===== src/rtl/nibble_alu_accum.sv =====
// nibble_alu_accum: registered arithmetic unit for two WIDTH-bit operands.
// Supports add, subtract, accumulate and sequential multiply, with a
// persistent accumulator and valid/ready handshakes on input and output.
// Results sit in an output register until the consumer takes them.
// Optional feature: define NIBBLE_ALU_SAT_EN to make the accumulate mode
// saturate at the accumulator maximum instead of wrapping around.

// Protocol checker, instantiated by the top level; ignored by synthesis flows.
module nibble_alu_accum_checker #(
    parameter int ACC_W = 8
) (
    input logic             clk,
    input logic             reset,
    input logic             busy,
    input logic             in_ready,
    input logic             out_valid,
    input logic             out_ready,
    input logic [ACC_W-1:0] result,
    input logic             flag
);

    // A stalled result must stay put until the consumer takes it.
    a_hold_stable: assert property (@(posedge clk) disable iff (reset)
        (out_valid && !out_ready) |=> (out_valid && $stable(result) && $stable(flag)));

    // No new operation is accepted while a multiply is in flight.
    a_busy_not_ready: assert property (@(posedge clk) disable iff (reset)
        busy |-> !in_ready);

endmodule

module nibble_alu_accum #(
    parameter int WIDTH = 4,
    parameter int ACC_W = 8
) (
    input  logic             clk,
    input  logic             reset,
    input  logic             in_valid,
    output logic             in_ready,
    input  logic [WIDTH-1:0] a,
    input  logic [WIDTH-1:0] b,
    input  logic [1:0]       mode,
    input  logic             clear,
    output logic             out_valid,
    input  logic             out_ready,
    output logic [ACC_W-1:0] result,
    output logic             flag
);

    // The multiply result and the accumulator both live in ACC_W bits.
    generate
        if (ACC_W < 2 * WIDTH) begin : g_bad_acc_w
            $error("nibble_alu_accum: ACC_W must be at least 2*WIDTH");
        end
        if (WIDTH < 2) begin : g_bad_width
            $error("nibble_alu_accum: WIDTH must be at least 2");
        end
    endgenerate

    localparam int CNT_W = $clog2(WIDTH);
    localparam logic [CNT_W-1:0] CNT_LAST = CNT_W'(WIDTH - 1);

    typedef enum logic {
        ST_IDLE     = 1'b0,
        ST_MUL_BUSY = 1'b1
    } state_e;

    typedef enum logic [1:0] {
        MODE_ADD = 2'b00,
        MODE_SUB = 2'b01,
        MODE_ACC = 2'b10,
        MODE_MUL = 2'b11
    } mode_e;

    state_e             state_r;
    state_e             state_next_s;
    logic               in_ready_s;
    logic               accept_s;
    logic               mul_start_s;
    logic               mul_done_s;

    logic [ACC_W-1:0]   acc_r;
    logic [ACC_W-1:0]   acc_next_s;
    logic               acc_load_s;
    logic               sat_set_s;

    logic [ACC_W-1:0]   result_r;
    logic               flag_r;
    logic               out_valid_r;

    logic [ACC_W-1:0]   mcand_r;
    logic [WIDTH-1:0]   mplier_r;
    logic [ACC_W-1:0]   prod_r;
    logic [CNT_W-1:0]   cnt_r;
    logic [ACC_W-1:0]   prod_step_s;

    logic [ACC_W-1:0]   a_ext_s;
    logic [ACC_W-1:0]   b_ext_s;
    logic [WIDTH:0]     add_sum_s;
    logic [ACC_W-1:0]   acc_base_s;
    logic [ACC_W:0]     acc_sum_s;
    logic [ACC_W-1:0]   op_result_s;
    logic               op_flag_s;

`ifdef NIBBLE_ALU_SAT_EN
    logic               sat_r;
`endif

    assign in_ready  = in_ready_s;
    assign out_valid = out_valid_r;
    assign result    = result_r;
    assign flag      = flag_r;

    // FSM state register.
    always_ff @(posedge clk) begin
        if (reset) begin
            state_r <= ST_IDLE;
        end else begin
            state_r <= state_next_s;
        end
    end

    // FSM next-state, handshake and multiply sequencing controls.
    always_comb begin
        state_next_s = state_r;
        in_ready_s   = 1'b0;
        accept_s     = 1'b0;
        mul_start_s  = 1'b0;
        mul_done_s   = 1'b0;
        case (state_r)
            ST_IDLE: begin
                if (!reset && (!out_valid_r || out_ready)) begin
                    in_ready_s = 1'b1;
                end else begin
                    in_ready_s = 1'b0;
                end
                accept_s = in_valid && in_ready_s;
                if (accept_s && (mode == MODE_MUL)) begin
                    mul_start_s  = 1'b1;
                    state_next_s = ST_MUL_BUSY;
                end else begin
                    state_next_s = ST_IDLE;
                end
            end
            ST_MUL_BUSY: begin
                if (cnt_r == CNT_LAST) begin
                    mul_done_s   = 1'b1;
                    state_next_s = ST_IDLE;
                end else begin
                    state_next_s = ST_MUL_BUSY;
                end
            end
            default: begin
                state_next_s = ST_IDLE;
            end
        endcase
    end

    // Single-cycle datapath for add, subtract and accumulate.
    always_comb begin
        a_ext_s     = {{(ACC_W - WIDTH){1'b0}}, a};
        b_ext_s     = {{(ACC_W - WIDTH){1'b0}}, b};
        add_sum_s   = {1'b0, a} + {1'b0, b};
        // A coincident clear zeroes the accumulator before this op adds in.
        acc_base_s  = clear ? {ACC_W{1'b0}} : acc_r;
        acc_sum_s   = {1'b0, acc_base_s} + {1'b0, a_ext_s} + {1'b0, b_ext_s};
        op_result_s = {ACC_W{1'b0}};
        op_flag_s   = 1'b0;
        acc_next_s  = acc_r;
        acc_load_s  = 1'b0;
        sat_set_s   = 1'b0;
        case (mode)
            MODE_ADD: begin
                op_result_s = {{(ACC_W - WIDTH - 1){1'b0}}, add_sum_s};
                op_flag_s   = add_sum_s[WIDTH];
            end
            MODE_SUB: begin
                op_result_s = a_ext_s - b_ext_s;
                op_flag_s   = (a < b);
            end
            MODE_ACC: begin
`ifdef NIBBLE_ALU_SAT_EN
                // Once saturated, stay pinned at max until a clear.
                if (acc_sum_s[ACC_W] || (sat_r && !clear)) begin
                    op_result_s = {ACC_W{1'b1}};
                    op_flag_s   = 1'b1;
                    sat_set_s   = 1'b1;
                end else begin
                    op_result_s = acc_sum_s[ACC_W-1:0];
                    op_flag_s   = 1'b0;
                    sat_set_s   = 1'b0;
                end
`else
                op_result_s = acc_sum_s[ACC_W-1:0];
                op_flag_s   = acc_sum_s[ACC_W];
                sat_set_s   = 1'b0;
`endif
                acc_next_s  = op_result_s;
                acc_load_s  = accept_s;
            end
            MODE_MUL: begin
                op_result_s = {ACC_W{1'b0}};
                op_flag_s   = 1'b0;
            end
            default: begin
                op_result_s = {ACC_W{1'b0}};
                op_flag_s   = 1'b0;
            end
        endcase
    end

    // One shift-add step: add the shifted multiplicand when the current
    // multiplier bit (LSB first) is set.
    always_comb begin
        if (mplier_r[0]) begin
            prod_step_s = prod_r + mcand_r;
        end else begin
            prod_step_s = prod_r;
        end
    end

    // Accumulator: loaded by accepted ACC ops, zeroed by a lone clear.
    always_ff @(posedge clk) begin
        if (reset) begin
            acc_r <= {ACC_W{1'b0}};
        end else if (acc_load_s) begin
            acc_r <= acc_next_s;
        end else if (clear) begin
            acc_r <= {ACC_W{1'b0}};
        end else begin
            acc_r <= acc_r;
        end
    end

`ifdef NIBBLE_ALU_SAT_EN
    // Sticky saturation marker, released only by clear or reset.
    always_ff @(posedge clk) begin
        if (reset) begin
            sat_r <= 1'b0;
        end else if (acc_load_s) begin
            sat_r <= sat_set_s;
        end else if (clear) begin
            sat_r <= 1'b0;
        end else begin
            sat_r <= sat_r;
        end
    end
`endif

    // Multiply operand, partial product and bit counter registers.
    always_ff @(posedge clk) begin
        if (reset) begin
            mcand_r  <= {ACC_W{1'b0}};
            mplier_r <= {WIDTH{1'b0}};
            prod_r   <= {ACC_W{1'b0}};
            cnt_r    <= {CNT_W{1'b0}};
        end else if (mul_start_s) begin
            mcand_r  <= a_ext_s;
            mplier_r <= b;
            prod_r   <= {ACC_W{1'b0}};
            cnt_r    <= {CNT_W{1'b0}};
        end else if (state_r == ST_MUL_BUSY) begin
            mcand_r  <= {mcand_r[ACC_W-2:0], 1'b0};
            mplier_r <= {1'b0, mplier_r[WIDTH-1:1]};
            prod_r   <= prod_step_s;
            cnt_r    <= cnt_r + CNT_W'(1);
        end else begin
            mcand_r  <= mcand_r;
            mplier_r <= mplier_r;
            prod_r   <= prod_r;
            cnt_r    <= cnt_r;
        end
    end

    // Output register: load on completion, drop valid once consumed.
    always_ff @(posedge clk) begin
        if (reset) begin
            result_r    <= {ACC_W{1'b0}};
            flag_r      <= 1'b0;
            out_valid_r <= 1'b0;
        end else if (accept_s && (mode != MODE_MUL)) begin
            result_r    <= op_result_s;
            flag_r      <= op_flag_s;
            out_valid_r <= 1'b1;
        end else if (mul_done_s) begin
            result_r    <= prod_step_s;
            flag_r      <= 1'b0;
            out_valid_r <= 1'b1;
        end else if (out_valid_r && out_ready) begin
            result_r    <= result_r;
            flag_r      <= flag_r;
            out_valid_r <= 1'b0;
        end else begin
            result_r    <= result_r;
            flag_r      <= flag_r;
            out_valid_r <= out_valid_r;
        end
    end

    nibble_alu_accum_checker #(
        .ACC_W (ACC_W)
    ) u_checker (
        .clk       (clk),
        .reset     (reset),
        .busy      (state_r == ST_MUL_BUSY),
        .in_ready  (in_ready_s),
        .out_valid (out_valid_r),
        .out_ready (out_ready),
        .result    (result_r),
        .flag      (flag_r)
    );

endmodule


===== config.mk =====
export PLATFORM = sky130hd
export DESIGN_NAME = nibble_alu_accum
export DESIGN_NICKNAME = d
export VERILOG_FILES = /design/src/rtl/nibble_alu_accum.sv
export SDC_FILE = /design/constraint.sdc
export NUM_CORES = 1
export LEC_CHECK = 0
export BUFFER_PORTS_ARGS = -buffer_cell sky130_fd_sc_hd__buf_2
export CAP_MARGIN = 20
export CELL_PAD_IN_SITES_DETAIL_PLACEMENT = 0
export CELL_PAD_IN_SITES_GLOBAL_PLACEMENT = 1
export CORE_ASPECT_RATIO = 2
export CORE_UTILIZATION = 46
export CTS_BUF_LIST = sky130_fd_sc_hd__clkbuf_4
export CTS_CLUSTER_DIAMETER = 30
export DETAILED_ROUTE_END_ITERATION = 6
export PLACE_DENSITY = 0.93
export REMOVE_ABC_BUFFERS = 1
export SYNTH_ARGS = -nofsm -noshare
export SYNTH_HDL_FRONTEND = slang
export SYNTH_HIERARCHICAL = 1
export SYNTH_SLANG_ARGS = --single-unit

===== constraint.sdc =====
create_clock -name clk -period 2.7 [get_ports clk]
set_input_delay 0.27 -clock clk [delete_from_list [all_inputs] [get_ports clk]]
set_output_delay 0.27 -clock clk [all_outputs]
set_load 0.005 [all_outputs]

==> impl_results.md, run 1 <==
- Worst Hold End: acc_r[1]$_SDFFE_PP0P_
- Global-route wire length before repair: 11.8 mm
- Total area of sequential cells: 822 µm²
- # hold bufs at CTS: 0
- # Max-Cap Violations: 0
- Mean Syn Cell Area: 8.45 µm²
- Clock slew at reported path FFs: 0.14 ns
- Setup violators final: 0
- Final WS setup: 0.147 ns
- Vias in the first global route: 2553
- LEAKAGE: 0.00129 µW
- Post-synth EDFFs: 0
- HPWL Detailed: 5.64 mm
- Avg WL per Cell: 17.3 µm
- Setup crit start kind: flip-flop
- Gr ovfl total: 0
- Core ar.: 5710 µm²
- Fin nets: 398
- Power per cell area: 397 nW/µm²
- Dpl ws: 0.0434 ns
- Seq/Total Area, Yosys: 30.4%
- Area growth, synth to finish: 12.7%
- Arrival time at the worst endpoint: 2.81 ns
- Ratio of final minimum period to clock period: 94.6%
- Clock share of power: 26.5%
- Number of CTS-inserted buffers: 5
- CTS tree: done
- Ports: 26
- Vias post-DR: 2496
- Initial antenna violation count: 0
- Total Wirelength: 7.22 mm
- Fillers: 561
- Die W: 56.2 µm
- Comb power frac: 21.3%
- DRT iter0 DRCs: 78
- Die height: 110 µm
- Vias/cell: 6.00
- Post-DRT Antenna Nets: 0
- RSZ-0062 raised after global routing: true
- Final Hold Viols: 0
- Reg-to-reg slack, setup: 0.15 ns
- Rel. slew slack: 49.9%
- Min cycle time layout: 2.55 ns
- Slew Limit Fails: 0
- Unique masters post-synth: 50
- Post-Syn Instances: 320
- VDD IR max: 0.000405 V
- WP data required: 2.96 ns
- Clock Skews: 0.0170 ns
- Share of layout cells above drive strength 1: 18.6%
- Hold slack final: 0.189 ns
- Hold_sp: clear
- Outcome: complete, no violations
- Final Wtd Congestion: 0.908
- Asr flop ratio synth: 0%
- Largest net degree at the start of global routing: 33
- Post-route DRC violation count: 0
- Tot Pwr: 1210 µW
- Clock Latency Late Sink: 0.38 ns
- Post-synthesis cell area: 2700 µm²
- Critical Path Fanout Max: 2
- Ant diodes: 0
- Starting Density: 47.4%
- Worst r2r src: acc_r[2]$_SDFFE_PP0P_
- H-Tree Depth: 2
- Initial DRT Pass Iterations: 7
- Yosys warning total: 6
- Sequential power share: 52.2%
- Power Internal: 835 µW
- P_sw: 375 µW
- IO Port Bufs: 25
- Hold Path Class: in -> reg
- Clk sinks: 41
- Die Footprint: 6210 µm²
- Max clock buf depth: 2
- Worst-Margin Slew: 0.752 ns
- Worst setup path category: reg -> reg
- # rows: 39
- Sw Share: 31.0%
- Multi-input logic area: 1790 µm²
- FF-to-FF path depth: 8
- Main synth FF type: dfxtp_1
- Tot GR Track Use: 24.6%
- Hold-critical path depth: 4
- Synth Register Bits: 41
- Reg-to-reg critical path endpoint: result[4]$_SDFFE_PP0P_
- Max Clk Rate: 392 MHz
- Clock root cell: clkbuf_4
- Worst setup EP type: flip-flop
==> state kept, by name, indices dropped and copies added, names as in the netlist <==
signal and flops:
acc_r 8, mcand_r 8, prod_r 8, result 8, mplier_r 4, cnt_r 2
flag 1, out_valid 1, state_r 1
==> power by group through the flow <==
stage | sequential, µW | clock (µW) | combinational [µW]
after global routing | 633 | 347 | 284
after CTS | 631 | 326 | 249
final | 631 | 321 | 258
after global placement | 644 | 0 | 243
after detailed placement | 644 | 0 | 248
after floorplan | 645 | 0 | 142
==> timing repair <==
action                                  4_1_cts  5_1_grt
setup buffers                                 0        1
resized for setup                             0       10
endpoints found under the setup margin        0        5
==> placed cells by master, fill, tap and decap left out, drive strengths merged, types with 3 or more instances in the layout <==
cell type,instances
a211oi,8
a21o,5
a21oi,30
a222oi,6
a31oi,4
and2,5
buf,42
clkbuf,6
dfxtp,41
fa,8
ha,20
inv,16
mux2i,10
nand2,24
nand2b,6
nand3,6
nor2,39
nor2b,10
nor3,11
o21ai,10
o21bai,3
o22ai,3
or3,4
xnor2,7
xor2,8
==> logic make-up (layout without fill, tap and decap cells) <==
family	count (synthesis)	count (layout)	synth area share, %
AO/OA/AOI/OAI	82	82	20.4
XOR/XNOR	15	15	4.86
adder cells (fa/ha/maj)	28	28	15.2
buffers and inverters	30	65	4.67
flip-flops	41	41	30.4
multiplexers	11	11	4.12
AND/OR/NAND/NOR	113	113	20.5
==> cells in the mapped netlist, types with 6 or more instances <==
cell type	number	area share, %
xnor2_1	7	2.3
a211oi_1	8	2.2
clkbuf_1	6	0.83
ha_1	20	9.3
nor2_1	37	5.1
fa_1	8	5.9
a21oi_1	30	5.6
mux2i_1	10	3.7
nor2b_1	9	2.1
nor3_1	11	2.0
inv_1	16	2.2
o21ai_0	10	1.9
dfxtp_1	41	30
nand2_1	23	3.2
nand3_1	6	1.1
a222oi_1	6	2.2
xor2_1	8	2.6
==> per-layer routing <==
metal  track usage [%]  share of wire [%]  up-vias
li1                  -                  -     1208
met1              23.9                 37     1209
met2              46.9                 57       60
met3              4.33                3.2       19
met4              12.8                3.2        0
met5                 0                  0        -
==> critical path, stage by stage (launching register included) <==
cell and delay [ns]:
dfxtp_1 0.33, nor2b_1 0.25, fa_1 0.50, ha_1 0.33, a21o_1 0.18, a21oi_1 0.20, xnor2_1 0.12, a2111oi_1 0.43
nor3_1 0.10
==> worst max-delay path by stage <==
stage                               start                endpoint  slack, ns  cells after the start
floorplan           acc_r[1]$_SDFFE_PP0P_  result[7]$_SDFFE_PP0P_       0.26                     11
global placement                     a[1]  result[7]$_SDFFE_PP0P_       0.06                     11
detailed placement                  clear  result[4]$_SDFFE_PP0P_       0.04                      9
CTS                 acc_r[1]$_SDFFE_PP0P_  result[7]$_SDFFE_PP0P_       0.04                     11
global route        acc_r[1]$_SDFFE_PP0P_  result[7]$_SDFFE_PP0P_      -0.04                     11
finish              acc_r[2]$_SDFFE_PP0P_  result[4]$_SDFFE_PP0P_       0.15                      8
==> metrics by stage <==
stage               cells  utilization, %  area (µm²)  setup TNS [ns]
global placement      408            51.8        2960               0
finish                416            53.4        3050               0
CTS                   415            52.7        3010               0
global route          416            53.4        3050         -0.0365
detailed placement    408            51.8        2960               0
floorplan             306               -        2640               0
==> layout make-up <==
cell class / count / area share [%]
Clock buffer: 6 / 1.48
Tap cell: 61 / 2.51
Clock inverter: 1 / 0.123
Sequential cell: 41 / 27.0
Multi-Input combinational cell: 249 / 58.6
Timing Repair Buffer: 42 / 8.30
Inverter: 16 / 1.97
No activity file was read; power rests on OpenSTA's default activity.
==> run 2, diff against run 1 <==
Settings changed: CORE_ASPECT_RATIO 2 to not set, PLACE_DENSITY 0.93 to not set, PLACE_DENSITY_LB_ADDON set to 0.1.
==> run 2 against run 1 <==
Compared with the run above:
- fmax up 1.5%
- via count down 4.6%
- worst hold slack better by 0.023 ns
- core utilization up 0.98 points
- cell area down 0.57%
- total power up 5.9%
- worst setup slack better by 0.039 ns
- critical endpoint is now result[7]$_SDFFE_PP0P_
- largest cell class unchanged
- largest power group unchanged
==> impl_results.md, run 2 (same netlist as run 1, synthesis figures left out) <==
- Outcome: complete, no violations
- Busiest layer in global routing: met2
- Global-route met2 utilization: 37.4%
- Total Wirelength: 6.79 mm
- Power per cell area: 423 nW/µm²
- HPWL Detailed: 5.19 mm
- # Max-Cap Violations: 0
- Post-route DRC violation count: 0
- Final WS setup: 0.186 ns
- Worst Hold End: acc_r[1]$_SDFFE_PP0P_
- Worst-Margin Slew: 0.718 ns
- Avg WL per Cell: 16.1 µm
- # hold bufs at CTS: 0
- Min cycle time layout: 2.51 ns
- Initial antenna violation count: 0
- Setup violators final: 0
- DRT iter0 DRCs: 158
- Setup crit start kind: flip-flop
- Max clock buf depth: 2
- Final Wtd Congestion: 0.856
- IO Port Bufs: 25
- FF-to-FF path depth: 11
- Rel. slew slack: 52.1%
- Die W: 78.7 µm
- Met1 capacity usage during global routing: 33.3%
- Vias/cell: 5.66
- CTS tree: done
- Vias post-DR: 2382
- Share of layout cells above drive strength 1: 16.3%
- Ratio of final minimum period to clock period: 93.1%
- LEAKAGE: 0.00127 µW
- Clk sinks: 41
- Core ar.: 5570 µm²
- Clock root cell: clkbuf_4
- Worst path bufs/invs: 1
- CP Launch Point: acc_r[1]$_SDFFE_PP0P_
- Ant diodes: 0
- # rows: 27
- Worst path cell trace: nor2b_1 > fa_1 > ha_2 > inv_1 > fa_1 > nand2b_4 > a211oi_2 > xor2_1 > a31oi_1 > nor3_1 > nand3b_1
- Setup TNS: 0 ns
- Number of CTS-inserted buffers: 5
- Post-place instance area: 2940 µm²
- WP data required: 2.96 ns
- Delay-heaviest family, CP: adder cells
- Reg-to-reg critical path endpoint: result[7]$_SDFFE_PP0P_
- Hold Path Class: in -> reg
- Clock Latency Late Sink: 0.36 ns
- Tot Pwr: 1280 µW
- Critical Path Fanout Max: 3
- H-Tree Depth: 2
- Tot GR Track Use: 23.8%
- Worst setup EP type: flip-flop
- Clock Skews: 0.0102 ns
- Worst r2r src: acc_r[1]$_SDFFE_PP0P_
- RSZ-0062 raised after global routing: false
- Max Clk Rate: 398 MHz
- Most frequent cells in the layout: 41 x dfxtp_1, 37 x nor2_1, 30 x a21oi_1
- Clock slew at reported path FFs: 0.13 ns
- Worst path max stage delay: 0.49 ns
- Post-DRT Antenna Nets: 0
- Hold-critical path depth: 4
- Ports: 26
- Global-route wire length before repair: 11.3 mm
- Commonest non-fill, non-tap cell in the layout: dfxtp_1
- Hold slack final: 0.212 ns
- Starting Density: 48.5%
- Grt met3 use: 4.30%
- Initial DRT Pass Iterations: 5
- Die height: 78.7 µm
- Hold_sp: clear
- Worst setup path category: reg -> reg
- Most common cell on crit path: fa_1
- Dpl ws: 0.0404 ns
- Area growth, synth to finish: 12.0%
- Fin nets: 392
- Largest net degree at the start of global routing: 33
- Arrival time at the worst endpoint: 2.78 ns
- VDD IR max: 0.000226 V
- Vias in the first global route: 2273
- Gr ovfl total: 0
- Slew Limit Fails: 0
- Design area: 3030 µm²
- Max stage delay cell, worst path: fa_1
- Reg-to-reg slack, setup: 0.19 ns
- Die Footprint: 6190 µm²
- Final Hold Viols: 0
[run 2: routing by layer]
| layer | share of wire, % | up-vias |
|---|---|---|
| met1 | 51 | 1131 |
| met5 | 0 | - |
| li1 | - | 1192 |
| met2 | 45 | 52 |
| met4 | 1.0 | 0 |
| met3 | 3.8 | 7 |
[run 2: cell type report]
cell class	instances	area (µm²)
clock buffer	5	37.5
fill	558	2540
timing repair buffer	36	208
clock inverter	2	35.0
multi-input combinational	249	1780
inverter	16	60.1
tap	72	90.1
sequential	41	821
[run 2: worst register-to-register path: stages, from the launching register on]
cell and delay [ns]:
dfxtp_1 0.31, nor2b_1 0.14, fa_1 0.49, ha_2 0.20, inv_1 0.05, fa_1 0.41, nand2b_4 0.17, a211oi_2 0.20
xor2_1 0.09, a31oi_1 0.15, nor3_1 0.06, nand3b_1 0.16
[run 2: how the worst max path moves through the flow]
stage,end,slack (ns),depth (start not counted)
2_1_floorplan,result[7]$_SDFFE_PP0P_,0.26,11
3_3_place_gp,result[7]$_SDFFE_PP0P_,0.07,11
3_5_place_dp,result[7]$_SDFFE_PP0P_,0.04,11
4_1_cts,result[7]$_SDFFE_PP0P_,0.05,11
5_1_grt,acc_r[5]$_SDFFE_PP0P_,0.04,10
6_report,result[7]$_SDFFE_PP0P_,0.19,11
[run 2: where the power goes]
| group | internal (µW) | switching (µW) |
|---|---|---|
| sequential | 620 | 10.2 |
| combinational | 103 | 145 |
| clock | 189 | 214 |
[run 2: timing repair]
item	CTS	global route
setup endpoints to repair	0	3
resized for setup	0	5
buffers inserted	0	0
endpoints found under the hold margin	0	0
[run 2: stage by stage]
stage          cells  util [%]
6_report         421      54.3
5_1_grt          421      54.3
4_1_cts          421      54.0
3_5_place_dp     414      52.7
3_3_place_gp     414      52.7
2_1_floorplan    306         -
==> run 3, diff against run 2 <==
Settings changed: PLACE_DENSITY set to 0.88, PLACE_DENSITY_LB_ADDON 0.1 to not set.
==> run 3 against run 2 <==
Compared with the run above:
- cell count shrank 0.24%
- sequential power barely moved
- total power is 0.14% lower
- clock skew about the same
- combinational power about the same
- first-iteration DRC count up 20%
==> impl_results.md, run 3 (same netlist as run 1, synthesis figures left out) <==
- WP data required: 2.95 ns
- Post-DRT Antenna Nets: 0
- FF-to-FF path depth: 11
- Ports: 26
- Area growth, synth to finish: 11.5%
- DP Cell Count: 413
- Worst setup EP type: flip-flop
- Number of CTS-inserted buffers: 5
- Avg WL per Cell: 15.8 µm
- Gr ovfl total: 0
- Outcome: complete, no violations
- Hold slack final: 0.238 ns
- DRT iter0 DRCs: 190
- Ant diodes: 0
- Critical Path Fanout Max: 3
- Sequential power share: 49.2%
- Setup Buffers After CTS: 0
- Multi-input logic area: 1770 µm²
- Initial DRT Pass Iterations: 4
- Clock Latency Late Sink: 0.36 ns
- Worst setup path category: reg -> reg
- Tot Pwr: 1280 µW
- CTS tree: done
- Vias in the first global route: 2332
- Worst path cell trace: nor2b_1 > fa_1 > ha_1 > inv_1 > fa_2 > nand2b_4 > a211oi_2 > xor2_1 > a31oi_1 > nor3_1 > nand3b_1
- Worst-Margin Slew: 0.802 ns
- Fillers: 553
- Worst path max stage delay: 0.49 ns
- Clk sinks: 41
- # Max-Cap Violations: 0
- Total area of sequential cells: 821 µm²
- Sw Share: 28.8%
- Hold_sp: out_ready
- RSZ-0062 raised after global routing: false
- Core ar.: 5570 µm²
- Total Wirelength: 6.62 mm
- Largest net degree at the start of global routing: 33
- # rows: 27
- Hold Path Class: in -> reg
- Final Wtd Congestion: 0.855
- Power Internal: 911 µW
- Max stage delay cell, worst path: fa_1
- Hold-critical path depth: 4
- Tot GR Track Use: 23.5%
- Vias post-DR: 2376
- Die height: 78.7 µm
- Share of layout cells above drive strength 1: 15.8%
- Clock share of power: 31.4%
- Die W: 78.7 µm
- Clock root cell: clkbuf_4
- Arrival time at the worst endpoint: 2.76 ns
- Slew Limit Fails: 0
- Power per cell area: 424 nW/µm²
- Top sig layer: met4
- Commonest non-fill, non-tap cell in the layout: dfxtp_1
- Wl on met1: 3.12 mm
- Ratio of final minimum period to clock period: 93.1%
- LEAKAGE: 0.00127 µW
- Vias/cell: 5.66
- Worst r2r src: acc_r[1]$_SDFFE_PP0P_
- Fin nets: 391
- VDD IR max: 0.000234 V
- Setup crit start kind: flip-flop
- Comb power frac: 19.4%
- Final Hold Viols: 0
- Met2 WL post-DR: 2.97 mm
- Die Footprint: 6190 µm²
- H-Tree Depth: 2
- Starting Density: 48.5%
- Clock slew at reported path FFs: 0.13 ns
- HPWL Detailed: 5.00 mm
- Setup TNS: 0 ns
- Reg-to-reg slack, setup: 0.19 ns
- Initial antenna violation count: 0
- Clock Skews: 0.00982 ns
- IO Port Bufs: 25
- Post-route DRC violation count: 0
- Rel. slew slack: 46.5%
- # hold bufs at CTS: 0
- Global-route wire length before repair: 11.4 mm
- P_sw: 369 µW
- Metal3 WL: 403 µm
- Non-Filler Instances: 420
- Worst Hold End: out_valid$_SDFFE_PP0P_
- Setup violators final: 0
- Most frequent cells in the layout: 41 x dfxtp_1, 37 x nor2_1, 30 x a21oi_1
- Max Clk Rate: 398 MHz
- Reg-to-reg critical path endpoint: result[7]$_SDFFE_PP0P_
- Max clock buf depth: 2
- Min cycle time layout: 2.51 ns
-- run 3: critical path, delay by kind of cell (launching register included) --
| kind | cells | cell delay (ns) |
|---|---|---|
| AOI/OAI and AO/OA | 2 | 0.38 |
| xor gates and xnor gates | 1 | 0.09 |
| adders and majority gates | 3 | 1.04 |
| buffers and inverters | 1 | 0.07 |
| DFF | 1 | 0.32 |
| and+or+nand+nor | 4 | 0.52 |
-- run 3: power by group through the flow --
stage	Clock, µW	Sequential, µW	Combinational [µW]
finish	402	630	248
global route	434	632	275
CTS	407	630	242
detailed placement	0	643	240
global placement	0	643	233
floorplan	0	645	142
-- run 3: routing by layer --
metal	vias to the layer above	GRT usage [%]
met4	0	7.59
li1	1196	-
met1	1093	32.2
met3	13	5.00
met2	74	36.6
met5	-	0
-- run 3: worst max path at each step --
stage / start / to / slack (ns) / depth (start not counted)
floorplan: acc_r[1]$_SDFFE_PP0P_ / result[7]$_SDFFE_PP0P_ / 0.26 / 11
global placement: a[1] / result[7]$_SDFFE_PP0P_ / 0.08 / 11
detailed placement: clear / result[7]$_SDFFE_PP0P_ / 0.02 / 12
CTS: acc_r[1]$_SDFFE_PP0P_ / result[7]$_SDFFE_PP0P_ / 0.05 / 11
global route: acc_r[1]$_SDFFE_PP0P_ / result[5]$_SDFFE_PP0P_ / 0.02 / 11
finish: acc_r[1]$_SDFFE_PP0P_ / result[7]$_SDFFE_PP0P_ / 0.19 / 11
-- run 3: through the flow --
stage	cell area [µm²]	util, %	setup slack (ns)
after floorplan	2640	-	0.264
after global placement	2930	52.5	0.0757
after detailed placement	2930	52.5	0.0213
after CTS	3000	53.8	0.0487
after global routing	3020	54.1	0.0162
final	3020	54.1	0.188
-- run 3: layout make-up --
| cell class | instances | share of cell area [%] |
|---|---|---|
| inverters | 16 | 1.99 |
| clock inverters | 2 | 1.16 |
| multi-input cells | 249 | 58.8 |
| repair buffers | 35 | 6.64 |
| flip-flops and latches | 41 | 27.2 |
| clock buffers | 5 | 1.24 |
| well taps | 72 | 2.99 |
-- run 3: timing repair --
action	4_1_cts	5_1_grt
endpoints found under the hold margin	0	0
endpoints found under the setup margin	0	2
gates resized for setup	0	3
